## src/rtl/ysyx_22040931_bus_arbiter.sv

```systemverilog
// Arbitrates the single core memory port between instruction fetch and the LSU.
// One transaction in flight; LSU has priority, bounded by a fetch starvation counter.
module ysyx_22040931_bus_arbiter #(
  parameter int ADDR_W     = 64,
  parameter int DATA_W     = 64,
  parameter int STARVE_MAX = 4,
  localparam int MASK_W    = DATA_W / 8,
  localparam int CNT_W     = $clog2(STARVE_MAX + 1)
) (
  input  logic              clock,
  input  logic              reset,
  input  logic              flush,
  // fetch side
  input  logic              if_req,
  input  logic [ADDR_W-1:0] if_addr,
  output logic              if_gnt,
  output logic              if_rvalid,
  output logic [DATA_W-1:0] if_rdata,
  // load/store side
  input  logic              ls_req,
  input  logic              ls_we,
  input  logic [ADDR_W-1:0] ls_addr,
  input  logic [DATA_W-1:0] ls_wdata,
  input  logic [MASK_W-1:0] ls_wmask,
  output logic              ls_gnt,
  output logic              ls_rvalid,
  output logic [DATA_W-1:0] ls_rdata,
  // memory side
  output logic              mem_req,
  output logic              mem_we,
  output logic [ADDR_W-1:0] mem_addr,
  output logic [DATA_W-1:0] mem_wdata,
  output logic [MASK_W-1:0] mem_wmask,
  input  logic              mem_ready,
  input  logic              mem_rvalid,
  input  logic [DATA_W-1:0] mem_rdata,
  // debug visibility of the arbiter FSM
  output logic [1:0]        dbg_state,
  output logic [CNT_W-1:0]  dbg_starve_cnt
);

  // Handshake: a request is accepted in the cycle where mem_req & mem_ready;
  // the owner's gnt pulses in that same cycle. Each accepted transaction is
  // answered by exactly one mem_rvalid cycle, routed back as a one-cycle rvalid.

  typedef enum logic [1:0] {
    IDLE    = 2'd0,
    BUSY_IF = 2'd1,
    BUSY_LS = 2'd2,
    DROP    = 2'd3
  } state_t;

  localparam logic [CNT_W-1:0] CNT_MAX = CNT_W'(STARVE_MAX);

  state_t           state_q, state_d;
  logic [CNT_W-1:0] cnt_q, cnt_d;
  logic             cand_if, starve_hit, pick_ls, pick_if;

  always_ff @(posedge clock) begin
    if (reset) begin
      state_q <= IDLE;
      cnt_q   <= '0;
    end else begin
      state_q <= state_d;
      cnt_q   <= cnt_d;
    end
  end

  always_comb begin
    state_d    = state_q;
    cnt_d      = cnt_q;
    if_gnt     = 1'b0;
    if_rvalid  = 1'b0;
    if_rdata   = '0;
    ls_gnt     = 1'b0;
    ls_rvalid  = 1'b0;
    ls_rdata   = '0;
    mem_req    = 1'b0;
    mem_we     = 1'b0;
    mem_addr   = '0;
    mem_wdata  = '0;
    mem_wmask  = '0;
    cand_if    = if_req & ~flush;
    starve_hit = cand_if && (cnt_q == CNT_MAX);
    pick_ls    = ls_req & ~starve_hit;
    pick_if    = cand_if & ~pick_ls;

    // Fetch that is not asking cannot be starving.
    if (!if_req) cnt_d = '0;

    // Outputs are forced quiet while reset is held.
    if (!reset) begin
      unique case (state_q)
        IDLE: begin
          if (pick_ls) begin
            mem_req   = 1'b1;
            mem_we    = ls_we;
            mem_addr  = ls_addr;
            mem_wdata = ls_wdata;
            mem_wmask = ls_wmask;
            if (mem_ready) begin
              ls_gnt  = 1'b1;
              state_d = BUSY_LS;
              if (cand_if && cnt_q != CNT_MAX) cnt_d = cnt_q + CNT_W'(1);
            end
          end else if (pick_if) begin
            mem_req  = 1'b1;
            mem_addr = if_addr;
            if (mem_ready) begin
              if_gnt  = 1'b1;
              state_d = BUSY_IF;
              cnt_d   = '0;
            end
          end
        end
        BUSY_IF: begin
          if (mem_rvalid) begin
            // A flush landing with the response still kills it.
            if (!flush) begin
              if_rvalid = 1'b1;
              if_rdata  = mem_rdata;
            end
            state_d = IDLE;
          end else if (flush) begin
            state_d = DROP;
          end
        end
        BUSY_LS: begin
          if (mem_rvalid) begin
            ls_rvalid = 1'b1;
            ls_rdata  = mem_rdata;
            state_d   = IDLE;
          end
        end
        DROP: begin
          if (mem_rvalid) state_d = IDLE;
        end
        default: state_d = IDLE;
      endcase
    end
  end

  assign dbg_state      = reset ? IDLE : state_q;
  assign dbg_starve_cnt = reset ? '0 : cnt_q;

endmodule

```

## config.mk

```make
export PLATFORM = sky130hd
export DESIGN_NAME = ysyx_22040931_bus_arbiter
export DESIGN_NICKNAME = d
export VERILOG_FILES = /design/src/rtl/ysyx_22040931_bus_arbiter.sv
export SDC_FILE = /design/constraint.sdc
export NUM_CORES = 1
export LEC_CHECK = 0
export ABC_AREA = 1
export CORE_AREA = 4 4 213 215
export DETAILED_ROUTE_END_ITERATION = 10
export DIE_AREA = 0 0 217 219
export PLACE_DENSITY_LB_ADDON = 0.1
export SLEW_MARGIN = 20
export SYNTH_ARGS = -nofsm -noshare
export SYNTH_HDL_FRONTEND = slang
export SYNTH_SLANG_ARGS = --single-unit
```

## constraint.sdc

```tcl
create_clock -name clock -period 2.5 [get_ports clock]
set_clock_uncertainty 0.2 [all_clocks]
set_input_delay 0.375 -clock clock [delete_from_list [all_inputs] [get_ports clock]]
set_output_delay 0.375 -clock clock [all_outputs]
set_load 0.005 [all_outputs]
```

==> flow_metrics.py <==
metrics = {
    "clocking": {
        "root_buffer": "clkbuf_16",
        "clk_latency_ps": 230,
        "numCtsBuffers": 3,
        "clkTransAtPathRegs_ps": 40,
        "cts_sinks": 5,
        "tritoncts": "built",
        "htree_levels": 1,
        "hold_buffers": 0,
        "cts_max_path_buffers": 2,
    },
    "synth": {
        "synthesis.nets": 878,
        "yosysWarnings": 0,
        "synth_xor_area_frac": 0.002829,
        "async_reset_ff_frac": 0,
        "ys.flop_type": "dfxtp_1",
        "syn_area_um2": 3095,
        "yosys.area_share.simple": 0.6152,
        "synth_compound_gate_area_share": 0.1160,
        "synth_mux_area_frac": 0,
        "synth_edf_count": 0,
        "syn-mean-instance-area_um2": 5.125,
        "netlist_instances": 604,
        "ys_seq_area_frac": 0.03234,
        "synth_top_family_by_area": "simple AND/OR/NAND/NOR gates",
        "synth.distinct_cells": 29,
        "synth_fa_ha_area_frac": 0.008084,
        "synth_seq_cells": 5,
    },
    "global_routing": {
        "met2_usage": 0.2387,
        "grt_pass1_vias": 6669,
        "busiest_layer": "met2",
        "grtUsageMet1": 0.1205,
        "grtUsageTotal": 0.1158,
        "grt_start_max_net_pins": 27,
        "overflow": 0,
        "grt_pass1_wl_um": 42460,
        "grt_use_met3": 0.03143,
        "antenna_found_initial": 0,
    },
    "timing": {
        "worst_pin_slew_ps": 357.2,
        "grt_setup_unrepaired": "yes",
        "hold_violations": 0,
        "post-route-period-util": 1.048,
        "worst_slack_ps": -119.1,
        "layout_min_cycle_time_ps": 2619,
        "fmax_ghz": 0.3818,
        "slew_headroom": 0.7618,
        "slew_viol_final": 0,
        "setup_viol_count_final": 48,
    },
    "hold_path": {
        "hold_class": "reg2reg",
    },
    "layout": {
        "syn_to_final_growth_pct": 265.9,
        "num-nets-final": 1522,
        "drive_gt1_frac": 0.4595,
        "fin_util": 0.2589,
        "antenna_cells": 0,
    },
    "die": {
        "core_area_um2": 43740,
        "rows": 77,
        "initial_core_util": 0.07077,
        "chipWidth_um": 217,
        "die_h_um": 219,
        "die-area_um2": 47520,
        "pin_count": 547,
    },
    "pwr": {
        "p_leak_nw": 6.018,
        "p_per_area_nw_per_um2": 233.8,
        "ir_worst_vdd_uv": 234.5,
        "design_power_total_mw": 2.648,
    },
    "route": {
        "drtIter0Drc": 155,
        "firstDrtPassIters": 4,
        "drt-vias-per-instance": 3.526,
        "totalWireLength_um": 31260,
        "remaining_drc_errors": 0,
        "dr_total_vias": 6485,
        "ant_nets": 0,
        "wl_per_cell_um": 17.00,
    },
    "run_status": {
        "failed_checks": "negative setup slack",
        "status": "complete, but fails checks",
    },
    "setup_path": {
        "crit_path_start_kind": "flip-flop",
        "worstPathRequired_ps": 1920,
        "worstPathArrival_ps": 2040,
        "criticalPathCategory": "reg2out",
        "critPathMaxFanout": 6,
        "cp-end-kind": "output pin",
    },
    "place": {
        "hpwl_um": 23880,
        "gp_congestion": 0.8108,
        "port_buffers": 546,
    },
    "job": {
        "max_cap_violations": 0,
    },
}
synth_stat cells, types with 2 or more instances:
cell type,number,share of area
a21oi_1,66,0.11
buf_2,35,0.057
buf_6,8,0.029
buf_8,3,0.015
clkbuf_1,10,0.012
dfxtp_1,5,0.032
ha_1,2,0.0081
inv_1,82,0.099
inv_2,4,0.0048
nand2_1,80,0.097
nand2_2,2,0.0040
nand3_1,60,0.097
nand3_2,10,0.032
nand4_1,2,0.0040
nor2_1,146,0.18
nor2_2,2,0.0040
nor2_4,2,0.0073
nor3b_1,70,0.17
nor3b_2,3,0.012
o21ai_0,3,0.0048
critical path, cell delays in order, from the launching register on:
cell and delay [ps]:
dfxtp_2 330, inv_2 50, ha_4 160, nand2_4 60
inv_2 40, nand2_4 50, buf_6 110, nand2_8 70
buf_12 150, buf_16 130, buf_12 130, buf_16 130
buf_8 130, nor3b_2 150, buf_2 130
stage by stage:
step           std cells  hold slack, ps  setup TNS (ps)  area [um^2]  setup slack [ps]
5_1_grt             1839           442.2          -11170        11330            -239.9
6_report            1839           392.8           -2014        11330            -119.1
3_3_place_gp        1764           411.5          -89530         9724            -561.0
2_1_floorplan        604           318.7               0         3095             513.9
4_1_cts             1820           428.2           -5860        10470            -142.9
3_5_place_dp        1764           410.2          -92650         9724            -513.2
registers in the layout, summed over array words and instances, names as in the netlist:
signal   flops
cnt_q        3
state_q      2
power by group:
part / leakage, nW / switching [mW] / internal (mW) / total [mW]
clock network: 0.0382 / 0.0560 / 0.212 / 0.268
registers: 0.0430 / 0.0173 / 0.0947 / 0.112
logic: 5.94 / 1.03 / 1.24 / 2.27
kinds of logic after synthesis:
| family | Yosys count |
|---|---|
| buffers and inverters | 144 |
| AOI/OAI and AO/OA | 71 |
| DFF | 5 |
| and+or+nand+nor | 381 |
| xor gates and xnor gates | 1 |
| adders and majority gates | 2 |
path summary, 6_finish.rpt:
check,from,end,slack [ps],cells past startpoint
setup / recovery,cnt_q[1]$_SDFF_PP0_,mem_wmask[2],-120,14
hold / removal,state_q[0]$_SDFFE_PP0P_,state_q[0]$_SDFFE_PP0P_,390,4
setup reg to reg,cnt_q[0]$_SDFF_PP0_,state_q[0]$_SDFFE_PP0P_,30,19
hold reg to reg,state_q[0]$_SDFFE_PP0P_,state_q[0]$_SDFFE_PP0P_,390,4
cell type report:
type                       instances  area, um^2
fill                            4917       32410
tap                              592       740.7
inverter                          86       342.8
clock buffer                       4       78.83
sequential                         5       110.1
multi-input combinational        455        3379
timing repair buffer             697        6674
routing by layer:
layer	vias to the layer above	share of wire	wire, um
li1	3197	-	-
met1	2980	0.36	11330
met2	290	0.56	17440
met3	18	0.071	2232
met4	0	0.0085	266
met5	-	0	0
timing repair:
item | in CTS | in global routing
cloned | 16 | 4
pin swaps | 27 | 67
buffers inserted | 39 | 24
hold endpoints to repair | 0 | 0
setup endpoints to repair | 270 | 230
resized for setup | 620 | 485
cell usage in the layout, fill, tap and decap left out, types with 7 or more instances in the layout:
cell	count
nor2_2	15
buf_8	13
buf_16	12
a21oi_2	56
nand2_2	16
clkbuf_2	47
dlymetal6s2s_1	44
nand3_2	31
nor2_1	131
buf_12	29
buf_4	78
nor3b_2	55
nand2_4	36
clkdlybuf4s50_1	278
clkbuf_16	7
dlygate4sd2_1	43
nand2_1	29
inv_2	7
buf_2	128
a21oi_1	10
inv_1	75
nand3_1	35
nor3b_1	14
buf_6	13
No activity file was read; power rests on OpenSTA's default activity.
